**config.mk**
```make
export PLATFORM = sky130hd
export DESIGN_NAME = softmax_norm_flat
export DESIGN_NICKNAME = d
export VERILOG_FILES = /design/src/rtl/softmax_norm_if.sv /design/src/rtl/softmax_norm.sv /design/src/flat_wrapper.sv
export SDC_FILE = /design/constraint.sdc
export NUM_CORES = 1
export LEC_CHECK = 0
export CAP_MARGIN = 20
export CORE_ASPECT_RATIO = 1.25
export CORE_MARGIN = 4
export CORE_UTILIZATION = 40
export DETAILED_ROUTE_END_ITERATION = 7
export GPL_TIMING_DRIVEN = 0
export HOLD_SLACK_MARGIN = 0.15
export PLACE_DENSITY = 0.56
export SYNTH_ARGS = -nofsm -noshare
export SYNTH_HDL_FRONTEND = slang
export SYNTH_SLANG_ARGS = --single-unit
```
**constraint.sdc**
```tcl
create_clock -name clk -period 5.46 [get_ports clk]
set_input_delay 1.092 -clock clk [delete_from_list [all_inputs] [get_ports clk]]
set_output_delay 1.092 -clock clk [all_outputs]
set_load 0.02 [all_outputs]
```
**src/rtl/softmax_norm_if.sv**
```systemverilog
// softmax_norm_if: bundles the exp input stream and the probability output stream.
// Latency: none (wires only).
// Backpressure: exp_ready stalls the producer; out_ready stalls the normaliser.
//
// Signals
//   exp_valid / exp / exp_ready              exp values from the LUT stage
//   out_valid / out_prob / out_idx / out_ready  normalised probability stream
//   row_done                                  1-cycle pulse after a row's last output
//   sum_zero_err                              sticky "row summed to zero" flag
// Modports: master = producer/consumer side, slave = softmax_norm side.
interface softmax_norm_if #(
   parameter int N     = 16,
   parameter int EXP_W = 32,
   parameter int OUT_W = 8
);
   logic                 exp_valid;
   logic [EXP_W-1:0]     exp;
   logic                 exp_ready;
   logic                 out_valid;
   logic                 out_ready;
   logic [OUT_W-1:0]     out_prob;
   logic [$clog2(N)-1:0] out_idx;
   logic                 row_done;
   logic                 sum_zero_err;

   modport master (
      output exp_valid, exp, out_ready,
      input  exp_ready, out_valid, out_prob, out_idx, row_done, sum_zero_err
   );

   modport slave (
      input  exp_valid, exp, out_ready,
      output exp_ready, out_valid, out_prob, out_idx, row_done, sum_zero_err
   );
endinterface

```
**src/rtl/softmax_norm.sv**
```systemverilog
// softmax_norm: buffers a row of N exp values, sums them, then divides each by the sum.
// Latency: out_valid rises OUT_W+2 cycles after the last accept and after each output handshake.
// Backpressure: exp_ready=0 from the row's last accept until the row's last output is taken;
//   out_prob/out_idx hold while out_valid=1 and out_ready=0.
//
// Ports
//   clk, reset   clock (rising edge) and synchronous active-high reset
//   io (slave)   exp input stream, probability output stream, row_done, sum_zero_err
// Optional feature: define SOFTMAX_ROUND_EN for round-half-up division (bias sum/2 added
//   to the dividend in the load cycle); undefined gives truncating division.
module softmax_norm #(
   parameter int N     = 16,
   parameter int EXP_W = 32,
   parameter int OUT_W = 8
) (
   input  logic          clk,
   input  logic          reset,
   softmax_norm_if.slave io
);

   localparam int SUM_W  = EXP_W + $clog2(N);
   localparam int IDX_W  = $clog2(N);
   localparam int DVD_W  = SUM_W + OUT_W + 1;
   localparam int STEP_W = $clog2(OUT_W + 2);

   localparam logic [IDX_W-1:0]  LAST_IDX  = IDX_W'(N - 1);
   localparam logic [STEP_W-1:0] LAST_STEP = STEP_W'(OUT_W + 1);

   typedef enum logic [1:0] {
      ST_IDLE,
      ST_ACC,
      ST_DIV,
      ST_OUT
   } state_t;

   state_t             state;
   state_t             state_nxt;

   logic [EXP_W-1:0]   row_buf [N];
   logic [SUM_W-1:0]   sum_q;
   logic [IDX_W-1:0]   cnt;
   logic [IDX_W-1:0]   idx;
   logic [STEP_W-1:0]  step;        // 0 = load cycle, 1..OUT_W+1 = quotient bits
   logic [SUM_W-1:0]   rem_q;       // partial remainder, always < sum between steps
   logic [OUT_W:0]     low_q;       // dividend bits still to be shifted in, MSB first
   logic [OUT_W-1:0]   quo_q;       // quotient bits produced so far
   logic [OUT_W-1:0]   prob_q;
   logic               row_done_q;
   logic               err_q;

   logic               exp_ready_int;
   logic               accept;
   logic               out_hs;

   // divider datapath
   logic [SUM_W-1:0]   bias;
   logic [DVD_W-1:0]   dvd;
   logic [SUM_W:0]     trial;
   logic               ge;
   logic [SUM_W-1:0]   rem_nxt;
   logic [OUT_W:0]     q_full;
   logic [OUT_W-1:0]   q_sat;

   assign exp_ready_int = (state == ST_IDLE) || (state == ST_ACC);
   assign accept        = io.exp_valid && exp_ready_int;
   assign out_hs        = (state == ST_OUT) && io.out_ready;

   assign io.exp_ready    = exp_ready_int;
   assign io.out_valid    = (state == ST_OUT);
   assign io.out_prob     = prob_q;
   assign io.out_idx      = idx;
   assign io.row_done     = row_done_q;
   assign io.sum_zero_err = err_q;

   // Because every entry is part of the sum, the quotient never exceeds 2^OUT_W, so only
   // the low OUT_W+1 quotient bits can be non-zero. The partial remainder reached after
   // the leading (zero) quotient bits is simply dvd >> (OUT_W+1); the load cycle starts
   // there, and the OUT_W+1 iterations then finish the long division exactly.
   always_comb begin
`ifdef SOFTMAX_ROUND_EN
      bias = sum_q >> 1;
`else
      bias = '0;
`endif
      dvd     = (DVD_W'(row_buf[idx]) << OUT_W) + DVD_W'(bias);
      trial   = {rem_q, low_q[OUT_W]};
      ge      = (trial >= {1'b0, sum_q});
      rem_nxt = ge ? SUM_W'(trial - {1'b0, sum_q}) : trial[SUM_W-1:0];
      q_full  = {quo_q, ge};
      // A zero sum makes every trial subtraction succeed; force the result to 0 instead.
      if (sum_q == '0) begin
         q_sat = '0;
      end else if (q_full[OUT_W]) begin
         q_sat = '1;
      end else begin
         q_sat = q_full[OUT_W-1:0];
      end
   end

   // state register
   always_ff @(posedge clk) begin
      if (reset) begin
         state <= ST_IDLE;
      end else begin
         state <= state_nxt;
      end
   end

   // next-state logic
   always_comb begin
      state_nxt = state;
      case (state)
         ST_IDLE: if (accept) state_nxt = ST_ACC;
         ST_ACC:  if (accept && (cnt == LAST_IDX)) state_nxt = ST_DIV;
         ST_DIV:  if (step == LAST_STEP) state_nxt = ST_OUT;
         ST_OUT: begin
            if (out_hs) begin
               state_nxt = (idx == LAST_IDX) ? ST_IDLE : ST_DIV;
            end
         end
         default: state_nxt = ST_IDLE;
      endcase
   end

   // row buffer: written at the running count, never read while being filled
   always_ff @(posedge clk) begin
      if (accept && !reset) begin
         row_buf[cnt] <= io.exp;
      end
   end

   // accumulator, counters, divider and output registers
   always_ff @(posedge clk) begin
      if (reset) begin
         sum_q      <= '0;
         cnt        <= '0;
         idx        <= '0;
         step       <= '0;
         rem_q      <= '0;
         low_q      <= '0;
         quo_q      <= '0;
         prob_q     <= '0;
         row_done_q <= 1'b0;
         err_q      <= 1'b0;
      end else begin
         row_done_q <= 1'b0;
         case (state)
            ST_IDLE, ST_ACC: begin
               if (accept) begin
                  cnt <= cnt + 1'b1;   // wraps to 0 as the row fills
                  if (state == ST_IDLE) begin
                     sum_q <= SUM_W'(io.exp);
                     err_q <= 1'b0;
                  end else begin
                     sum_q <= sum_q + SUM_W'(io.exp);
                  end
                  if ((state == ST_ACC) && (cnt == LAST_IDX)) begin
                     idx  <= '0;
                     step <= '0;
                  end
               end
            end
            ST_DIV: begin
               if (step == '0) begin
                  rem_q <= dvd[DVD_W-1:OUT_W+1];
                  low_q <= dvd[OUT_W:0];
                  quo_q <= '0;
                  if (sum_q == '0) err_q <= 1'b1;
                  step  <= step + 1'b1;
               end else begin
                  rem_q <= rem_nxt;
                  low_q <= {low_q[OUT_W-1:0], 1'b0};
                  quo_q <= q_full[OUT_W-1:0];
                  if (step == LAST_STEP) begin
                     prob_q <= q_sat;
                     step   <= '0;
                  end else begin
                     step <= step + 1'b1;
                  end
               end
            end
            ST_OUT: begin
               if (out_hs) begin
                  step <= '0;
                  if (idx == LAST_IDX) begin
                     idx        <= '0;
                     row_done_q <= 1'b1;
                  end else begin
                     idx <= idx + 1'b1;
                  end
               end
            end
            default: ;
         endcase
      end
   end

endmodule

```
**src/flat_wrapper.sv**
```systemverilog
// flat-port wrapper written by rule: the top's interface ports become plain ports
module softmax_norm_flat 
#(
   parameter int N     = 16,
   parameter int EXP_W = 32,
   parameter int OUT_W = 8
)
  (clk, reset, io_exp_valid, io_exp, io_out_ready, io_exp_ready, io_out_valid, io_out_prob, io_out_idx, io_row_done, io_sum_zero_err);
  softmax_norm_if #(.N(N), .EXP_W(EXP_W), .OUT_W(OUT_W)) io_i ();
  input  logic clk;
  input  logic reset;
  input wire logic [$bits(io_i.exp_valid)-1:0] io_exp_valid;
  input wire logic [$bits(io_i.exp)-1:0] io_exp;
  input wire logic [$bits(io_i.out_ready)-1:0] io_out_ready;
  output wire logic [$bits(io_i.exp_ready)-1:0] io_exp_ready;
  output wire logic [$bits(io_i.out_valid)-1:0] io_out_valid;
  output wire logic [$bits(io_i.out_prob)-1:0] io_out_prob;
  output wire logic [$bits(io_i.out_idx)-1:0] io_out_idx;
  output wire logic [$bits(io_i.row_done)-1:0] io_row_done;
  output wire logic [$bits(io_i.sum_zero_err)-1:0] io_sum_zero_err;
  assign io_i.exp_valid = io_exp_valid;
  assign io_i.exp = io_exp;
  assign io_i.out_ready = io_out_ready;
  assign io_exp_ready = io_i.exp_ready;
  assign io_out_valid = io_i.out_valid;
  assign io_out_prob = io_i.out_prob;
  assign io_out_idx = io_i.out_idx;
  assign io_row_done = io_i.row_done;
  assign io_sum_zero_err = io_i.sum_zero_err;
  softmax_norm #(.N(N), .EXP_W(EXP_W), .OUT_W(OUT_W)) u_core (.clk(clk), .reset(reset), .io(io_i));
endmodule
```
==> results of run 1 <==
-- cell type report --
type	count	area share
timing repair buffer	74	0.0288
tap	926	0.0362
clock buffer	67	0.0485
inverter	57	0.00669
sequential	621	0.549
buffer	92	0.0122
clock inverter	47	0.0146
multi-input combinational	1093	0.304
antenna	3	0.000235
-- per-stage QoR --
step,power (mW),setup slack [ns]
after floorplan,5.73,2.19
after global placement,5.98,0.384
after detailed placement,6.00,0.579
after CTS,10.2,1.24
after global routing,10.5,0.998
final,10.2,1.20
-- where the power goes --
| part | switching [mW] | internal (mW) | total (mW) |
|---|---|---|---|
| combinational | 0.442 | 0.251 | 0.693 |
| sequential | 0.0387 | 5.17 | 5.21 |
| clock | 1.87 | 2.39 | 4.26 |
| total | 2.35 | 7.81 | 10.2 |
-- kinds of logic after synthesis --
kind of cell	after synthesis
compound gates	412
fa+ha+maj	78
simple gates	373
xor+xnor	66
buf+inv	149
flops	621
mux	164
-- Yosys cell counts (18+ instances only) --
master,n,area [sq um]
mux4_2,160,3600
nor2_1,98,368
xnor2_1,37,324
and2_1,29,181
edfxtp_1,512,15400
inv_1,57,214
o221ai_1,21,184
a21oi_1,121,606
o21ai_0,72,360
dfxtp_1,109,2180
o21ai_1,18,90.1
clkbuf_1,61,229
o211ai_1,19,143
a21o_1,32,240
ha_1,76,951
nand2_1,107,402
xor2_1,29,254
a211oi_1,22,165
nand3_1,31,155
-- registers in the layout (all words and copies together), names as in the netlist, named ones only --
name,cells
u_core.low_q,1
u_core.io.row_done,1
u_core.step,4
u_core.io.sum_zero_err,1
u_core.cnt,4
u_core.rem_q,36
u_core.state,2
u_core.sum_q,36
u_core.row_buf,512
u_core.quo_q,8
u_core.io.out_prob,8
u_core.io.out_idx,4
-- worst max-delay path: stages --
cell	delay (ns)
clkdlybuf4s50_1	0.97
inv_1	0.15
fa_1	0.49
nand2b_1	0.18
a21oi_1	0.21
o21ai_1	0.13
and2_1	0.16
a31oi_1	0.45
a31oi_1	0.31
a221oi_1	0.41
xnor2_1	0.16
nor2_1	0.06
-- final timing paths --
kind                          from                     to  slack (ns)  cells after the start
max                      io_exp[1]       u_core.sum_q[32]        1.20                     12
max reg2reg                   flop       u_core.rem_q[21]        1.76                      7
min          u_core.io.out_prob[5]  u_core.io.out_prob[5]        0.45                      2
min reg2reg  u_core.io.out_prob[5]  u_core.io.out_prob[5]        0.45                      2
-- routing by layer --
layer  wire (um)  track usage  vias up
met3        4580       0.0320      135
li1            -            -     7658
met5          12            0        -
met4        2250       0.0608        2
met1       32500        0.277     8927
met2       38300        0.361      587
==> results by group, run 1 <==
Run status
  • Status: complete, no violations

Power and ir drop
  • Maximum vdd drop: 0.233 mV
  • Pleak: 10.4 nW
  • Power Dens Cells: 318 nW/um^2

CTS
  • Clock tree buffer depth: 3
  • CTS Hold Buffers Added: 0
  • Clk root buf: clkbuf_16
  • Clk sinks: 621
  • Worst-Skew Late Latency: 0.65 ns
  • H-tree depth: 2
  • Post-CTS Resized: 0
  • Setup bufs post-CTS: 0
  • CTS tree: done
  • CTS clk-pin slew, worst paths: 0.06 ns
  • Total CTS buffers: 60

Synth
  • Xor/xnor cell area share of the yosys netlist: 0.0208
  • Post-Synth Adder-Cell Area: 0.0356
  • Async SR Flop Fraction: 0
  • Simple-gate share of the synthesized area: 0.0646
  • Post-synth cell types: 73
  • Cells after synthesis: 1863
  • Post-synth EDFFs: 512
  • Compound-Gate Fraction of Synth Area: 0.0960
  • Post-Syn Area per Cell: 14.9 sq um
  • Main combinational cell family by area after synthesis: multiplexers
  • Syn Std Cell Area: 27800 sq um
  • Yosys reg bits: 621
  • Seq/Total Area, Yosys: 0.630
  • Most used DFF post-synth: edfxtp_1
  • Mux contribution to synthesized area: 0.131
  • Ys Warns: 0
  • Post-synthesis net count: 1977

Global route
  • Largest net degree at the start of global routing: 26
  • Vias in the first global route: 17500
  • Gr usage total: 0.209
  • GR Overflow Total: 0
  • First-pass GRT wire length: 114 mm
  • Initial antenna violation count: 6

Die
  • Ports: 52
  • Initial core utilization: 0.406
  • Die Footprint: 73900 sq um
  • Total core area: 68500 sq um
  • Die Y: 303 um
  • Site Rows: 107
  • Die W: 244 um

STA
  • Hold Worst Slack: 0.449 ns
  • Worst-Margin Slew: 1.16 ns
  • RSZ-0062 raised after global routing: false
  • Period minus WS final: 4.26 ns
  • Worst clock skew: 0.0273 ns
  • Fmax: 0.235 GHz
  • Slew Limit Fails: 0
  • Period utilisation layout: 0.780
  • Count of final setup violators: 0
  • Max-slew headroom: 0.225
  • Fin. Hold Viols: 0
  • Fin Setup TNS: 0 ns

Final layout
  • Non-Filler Instances: 2980
  • Layout Nets: 2113
  • Fillcell total: 6060
  • Final core utilization: 0.466
  • Multi-input gate area: 9710 sq um
  • Finished Cell Area: 32000 sq um
  • Commonest non-fill, non-tap cell in the layout: edfxtp_1
  • Layout area overhead: 14.8%
  • Area occupied by registers: 17600 sq um
  • Share of cells above drive strength 1: 0.160
  • Most frequent cells in the layout: edfxtp_1 (512), mux4_2 (160), a21oi_1 (121)

Placed design
  • Placed Cells: 2857
  • Routability cong.: 0.942
  • Post-DP HPWL: 53.4 mm
  • Placed cell areas: 29900 sq um
  • Port Buffers: 51

Route
  • Drt total wl: 77.6 mm
  • DRC viols: 0
  • Vias: 17300
  • First drt pass iteration count: 5
  • Starting DRT DRC Count: 1765
  • Post-DRT Antenna Nets: 0
  • Avg WL per Cell: 26.1 um
  • Number of vias per cell: 5.81

Critical path
  • Crit path arrival time: 4.78 ns
  • Worst setup SP type: input pin
  • Worst Path Max Fanout: 19
  • Required time of the critical path: 5.97 ns
  • Critical path capture point type: flop
  • Crit Path Class: in2reg

Flow run
  • Total of max-cap violations: 0

Worst hold path
  • Hold Path Class: reg2reg
Note: power is estimated with default switching activity, not from simulation.
==> inputs of run 2 (changes only) <==
clock period = 4.06 ns   (was 5.46 ns; I/O delays follow)
==> results by group, run 2 (synthesis results as in run 1) <==
Route
  • DRC viols: 0 (unchanged)
  • DRT met1 WL: 32.4 mm (-0.23%)
  • Drt total wl: 77.6 mm (about the same)
  • DR WL met3: 4.64 mm (+1.3%)
  • Uppermost layer routed: met5
  • Avg WL per Cell: 26.0 um (about the same)
  • Number of vias per cell: 5.80 (-0.11%)
  • Starting DRT DRC Count: 1750 (-0.85%)
  • Post-DRT Antenna Nets: 0 (unchanged)
  • First drt pass iteration count: 5 (unchanged)
  • Vias: 17300 (-0.11%)
  • Wire length on met2: 38.4 mm (+0.27%)

Critical path
  • R2r setup slk: 0.34 ns (-1.42 ns)
  • Critical path capture point type: flop
  • Crit path arrival time: 4.29 ns (-0.49 ns)
  • Required time of the critical path: 4.54 ns (-1.43 ns)
  • Worst Path Max Fanout: 18 (-1)
  • Crit Path Class: in2reg
  • Worst setup SP type: input pin

CTS
  • CTS clk-pin slew, worst paths: 0.06 ns (about the same)
  • Total CTS buffers: 60 (unchanged)
  • H-tree depth: 2 (unchanged)
  • Setup bufs post-CTS: 0 (unchanged)
  • Clk sinks: 621 (unchanged)
  • Worst-Skew Late Latency: 0.65 ns (about the same)
  • Post-CTS Resized: 0 (unchanged)
  • CTS Hold Buffers Added: 0 (unchanged)
  • Clock tree buffer depth: 3 (unchanged)
  • Clk root buf: clkbuf_16
  • CTS tree: done

Placed design
  • Post-DP HPWL: 53.4 mm (unchanged)
  • Placed cell areas: 29900 sq um (unchanged)
  • Port Buffers: 51 (unchanged)
  • Routability cong.: 0.942 (unchanged)
  • Pre-CTS WS: -0.541 ns (-1.12 ns)

Die
  • Initial core utilization: 0.406 (unchanged)
  • Site Rows: 107 (unchanged)
  • Total core area: 68500 sq um (unchanged)
  • Die Y: 303 um (unchanged)
  • Die Footprint: 73900 sq um (unchanged)
  • Ports: 52 (unchanged)
  • Die W: 244 um (unchanged)

Global route
  • First-pass GRT wire length: 114 mm (unchanged)
  • GR Overflow Total: 0 (unchanged)
  • Largest net degree at the start of global routing: 26 (unchanged)
  • Initial antenna violation count: 6 (unchanged)
  • Vias in the first global route: 17500 (unchanged)
  • Gr usage total: 0.209 (unchanged)

Flow run
  • Total of max-cap violations: 0 (unchanged)

Run status
  • Status: complete, no violations

STA
  • Slew Limit Fails: 0 (unchanged)
  • Worst clock skew: 0.0263 ns (-0.000965 ns)
  • Fin. Hold Viols: 0 (unchanged)
  • Hold Worst Slack: 0.449 ns (+0.00000600 ns)
  • Worst-Margin Slew: 1.16 ns (-0.00136 ns)
  • Period minus WS final: 3.81 ns
  • RSZ-0062 raised after global routing: true
  • Max-slew headroom: 0.226 (+0.000907)
  • Count of final setup violators: 0 (unchanged)
  • Final setup margin: 0.254 ns (-0.945 ns)
  • Fmax: 0.263 GHz
  • Period utilisation layout: 0.938

Final layout
  • Share of cells above drive strength 1: 0.160 (unchanged)
  • Largest register by flop count: u_core.row_buf
  • Max reg flops: 512 (unchanged)
  • Layout area overhead: 14.8% (about the same)
  • Layout Nets: 2113 (unchanged)
  • Largest regs: u_core.row_buf: 512 flops, u_core.rem_q: 36 flops, u_core.sum_q: 36 flops
  • Finished Cell Area: 32000 sq um (about the same)
  • Commonest non-fill, non-tap cell in the layout: edfxtp_1
  • Most frequent cells in the layout: edfxtp_1 (512), mux4_2 (160), a21oi_1 (121)

Power and ir drop
  • Power Dens Cells: 427 nW/um^2 (+34%)
  • Pleak: 10.4 nW (+0.18%)
  • Tot Pwr: 13.7 mW (+34%)
  • Maximum vdd drop: 0.314 mV (+35%)

Worst hold path
  • Hold Path Class: reg2reg
==> run 2: cell types whose count changed in the layout (fill, tap and decap cells not counted) <==
cell             change
clkdlybuf4s50_1      -2
dlymetal6s2s_1       +2
==> run 2: final timing paths <==
kind	start	endpoint	cells past startpoint
setup / recovery	io_exp[10]	u_core.sum_q[25]	12
hold / removal	u_core.io.out_prob[5]	u_core.io.out_prob[5]	2
setup reg to reg	flop	u_core.rem_q[21]	7
hold reg to reg	u_core.io.out_prob[5]	u_core.io.out_prob[5]	2
==> run 2: where the power goes <==
part / switching, mW / leakage [nW] / internal (mW)
sequential: 0.0524 / 5.50 / 6.95
clock: 2.51 / 0.963 / 3.21
combinational: 0.596 / 3.93 / 0.338
total: 3.15 / 10.4 / 10.5
==> run 2: critical path: stages <==
cell,delay (ns)
clkdlybuf4s50_1,0.77
ha_1,0.48
clkbuf_1,0.28
nand4_1,0.13
o22ai_1,0.16
a211oi_1,0.09
o41ai_1,0.68
a221o_1,0.30
a21oi_1,0.15
nor2b_1,0.17
xor2_1,0.15
o22ai_1,0.10
==> run 2: per-stage QoR <==
stage	std cells	util	setup TNS (ns)
global route	2977	0.466	-0.0141
global placement	2840	0.431	-303.61
floorplan	1863	-	0
detailed placement	2857	0.436	-5.39
finish	2980	0.466	0
CTS	2971	0.465	0
==> run 2: cell type report <==
class / count / area (sq um)
clock inverter: 47 / 465
inverter: 57 / 214
multi-input combinational: 1093 / 9710
antenna: 3 / 7.51
buffer: 92 / 390
tap: 926 / 1160
clock buffer: 67 / 1550
sequential: 621 / 17600
fill: 6061 / 36600
timing repair buffer: 74 / 926
==> run 2: per-layer routing <==
metal | GRT usage | vias up
met5 | 0 | -
met4 | 0.0608 | 2
met3 | 0.0320 | 126
met2 | 0.361 | 587
met1 | 0.277 | 8923
li1 | - | 7652
==> inputs of run 3 (changes only) <==
CORE_UTILIZATION = 55   (was 40)
CTS_CLUSTER_SIZE = 10   (was unset)
PLACE_DENSITY = 0.73   (was 0.56)
==> results by group, run 3 (synthesis results as in run 1) <==
Run status
  • Status: complete, no violations

Power and ir drop
  • Maximum vdd drop: 0.352 mV (+12%)
  • Clk pwr share: 0.421 (+0.002)
  • Sequential power share: 0.510 (-0.003)
  • Power Dens Cells: 434 nW/um^2 (+1.6%)
  • Internal: 10.6 mW (+1.1%)
  • Pleak: 10.5 nW (+0.83%)
  • Power share of the combinational group: 0.069 (about the same)
  • Switching power: 3.13 mW (-0.89%)
  • Sw frac: 0.227 (-0.00346)

Die
  • Ports: 52 (unchanged)
  • Die Y: 260 um (-14%)
  • Die Footprint: 54300 sq um (-27%)
  • Total core area: 49800 sq um (-27%)
  • Site Rows: 91 (-15%)
  • Die W: 209 um (-14%)
  • Initial core utilization: 0.560 (+0.153)

STA
  • Count of final setup violators: 0 (unchanged)
  • Period minus WS final: 3.95 ns (+0.147 ns)
  • Period utilisation layout: 0.974 (+0.0363)
  • Worst-Margin Slew: 0.980 ns (-0.182 ns)
  • RSZ-0062 raised after global routing: true
  • Max-slew headroom: 0.347 (+0.121)
  • Fmax: 0.253 GHz (-3.7%)
  • Fin. Hold Viols: 0 (unchanged)
  • Slew Limit Fails: 0 (unchanged)
  • Worst clock skew: 0.0212 ns (-0.00515 ns)

CTS
  • Clock tree buffer depth: 3 (unchanged)
  • Clk root buf: clkbuf_16
  • Total CTS buffers: 72 (+20%)
  • Worst-Skew Late Latency: 0.61 ns (-0.04 ns)
  • Clk sinks: 621 (unchanged)
  • CTS clk-pin slew, worst paths: 0.06 ns (about the same)
  • CTS Hold Buffers Added: 0 (unchanged)
  • CTS tree: done
  • Setup bufs post-CTS: 0 (unchanged)
  • H-tree depth: 3 (+1)

Final layout
  • Largest regs: u_core.row_buf: 512 flops, u_core.rem_q: 36 flops, u_core.sum_q: 36 flops
  • Largest register by flop count: u_core.row_buf
  • Layout Nets: 2125 (+0.57%)
  • Most frequent cells in the layout: edfxtp_1 (512), mux4_2 (160), a21oi_1 (121)
  • Share of cells above drive strength 1: 0.154 (-0.00547)
  • Max reg flops: 512 (unchanged)
  • Finished Cell Area: 31700 sq um (-0.95%)
  • Layout area overhead: 13.7%
  • Non-Filler Instances: 2699 (-9.4%)
  • Final core utilization: 0.636 (+0.170)
  • Commonest non-fill, non-tap cell in the layout: edfxtp_1

Critical path
  • Critical path origin: io_exp[1]
  • R2r setup slk: 0.39 ns (+0.05 ns)
  • CP Capture Point: u_core.sum_q[32]
  • Worst Path Max Fanout: 19 (+1)
  • R2r endpoint: u_core.rem_q[3]
  • Crit Path Class: in2reg
  • Worst setup SP type: input pin
  • Worst-case reg-to-reg path depth: 7 (unchanged)
  • Required time of the critical path: 4.55 ns (about the same)
  • Crit path arrival time: 4.44 ns (+0.15 ns)
  • Critical path capture point type: flop

Global route
  • Vias in the first global route: 18200 (+3.9%)
  • Initial antenna violation count: 4 (-2)
  • First-pass GRT wire length: 117 mm (+2.8%)
  • Gr usage total: 0.293 (+0.0841)
  • GR Overflow Total: 0 (unchanged)
  • Largest net degree at the start of global routing: 27 (+3.8%)

Route
  • Avg WL per Cell: 29.5 um (+13%)
  • Drt total wl: 79.5 mm (+2.5%)
  • Vias: 18000 (+4.0%)
  • First drt pass iteration count: 6 (+1)
  • DRC viols: 0 (unchanged)
  • Post-DRT Antenna Nets: 0 (unchanged)
  • Number of vias per cell: 6.66 (+15%)
  • Starting DRT DRC Count: 2110 (+21%)

Placed design
  • Routability cong.: 0.985 (+4.6%)
  • Post-DP HPWL: 51.7 mm (-3.2%)
  • Placed Cells: 2582 (-9.6%)
  • Placed cell areas: 29500 sq um (-1.1%)
  • Port Buffers: 51 (unchanged)

Worst hold path
  • Hold Path Class: reg2reg

Flow run
  • Total of max-cap violations: 0 (unchanged)
==> run 3: repair_timing <==
action | CTS | global route
setup endpoints to repair | 6 | 9
pin swaps | 0 | 0
resized for setup | 3 | 8
==> run 3: through the flow <==
| stage | setup TNS, ns | power, mW | hold WS, ns | setup WS (ns) |
|---|---|---|---|---|
| detailed placement | -8.40 | 8.06 | 0.447 | -0.823 |
| floorplan | 0 | 7.70 | 0.445 | 1.07 |
| CTS | 0 | 13.8 | 0.454 | 0.0574 |
| global route | -0.0717 | 14.2 | 0.475 | -0.0717 |
| finish | 0 | 13.7 | 0.452 | 0.106 |
| global placement | -146.51 | 8.03 | 0.440 | -0.778 |
==> run 3: power groups by stage <==
stage | Sequential, mW | Combinational [mW] | Clock [mW]
after floorplan | 7.12 | 0.583 | 0
after global placement | 7.14 | 0.893 | 0
after detailed placement | 7.14 | 0.916 | 0
after CTS | 7.01 | 0.924 | 5.85
after global routing | 7.01 | 1.02 | 6.13
final | 7.01 | 0.942 | 5.79
==> run 3: final cells by class <==
type,instances,area [sq um]
fill,3483,18100
sequential,621,17600
multi-input combinational,1093,9710
clock buffer,101,1940
timing repair buffer,74,950
tap,651,815
buffer,92,390
inverter,57,214
clock inverter,8,85.1
antenna,2,5.00
==> run 3: worst max-delay path, stage by stage <==
cell and delay [ns]:
dlygate4sd2_1 0.72, inv_1 0.16, fa_1 0.54, nand2b_1 0.20, a21oi_1 0.20, o21ai_1 0.16
and2_1 0.19, a31oi_1 0.48, a31oi_1 0.36, a221oi_1 0.41, xnor2_1 0.16, nor2_1 0.05
==> run 3: layer usage <==
layer / track usage / vias up / part of all wire
met2: 0.513 / 983 / 0.52
met4: 0.121 / 4 / 0.043
met3: 0.0439 / 210 / 0.078
met1: 0.368 / 9107 / 0.36
met5: 0 / - / 0.00024
li1: - / 7672 / -
==> run 3: worst min path at each step <==
stage | to | cells after the start | from
6_report | u_core.io.out_prob[3] | 2 | u_core.io.out_prob[3]
3_5_place_dp | u_core.io.out_prob[3] | 2 | u_core.io.out_prob[3]
5_1_grt | u_core.io.out_prob[6] | 2 | u_core.io.out_prob[6]
3_3_place_gp | u_core.io.out_prob[1] | 2 | u_core.io.out_prob[1]
2_1_floorplan | u_core.quo_q[1] | 2 | u_core.quo_q[1]
4_1_cts | u_core.io.out_prob[3] | 2 | u_core.io.out_prob[3]
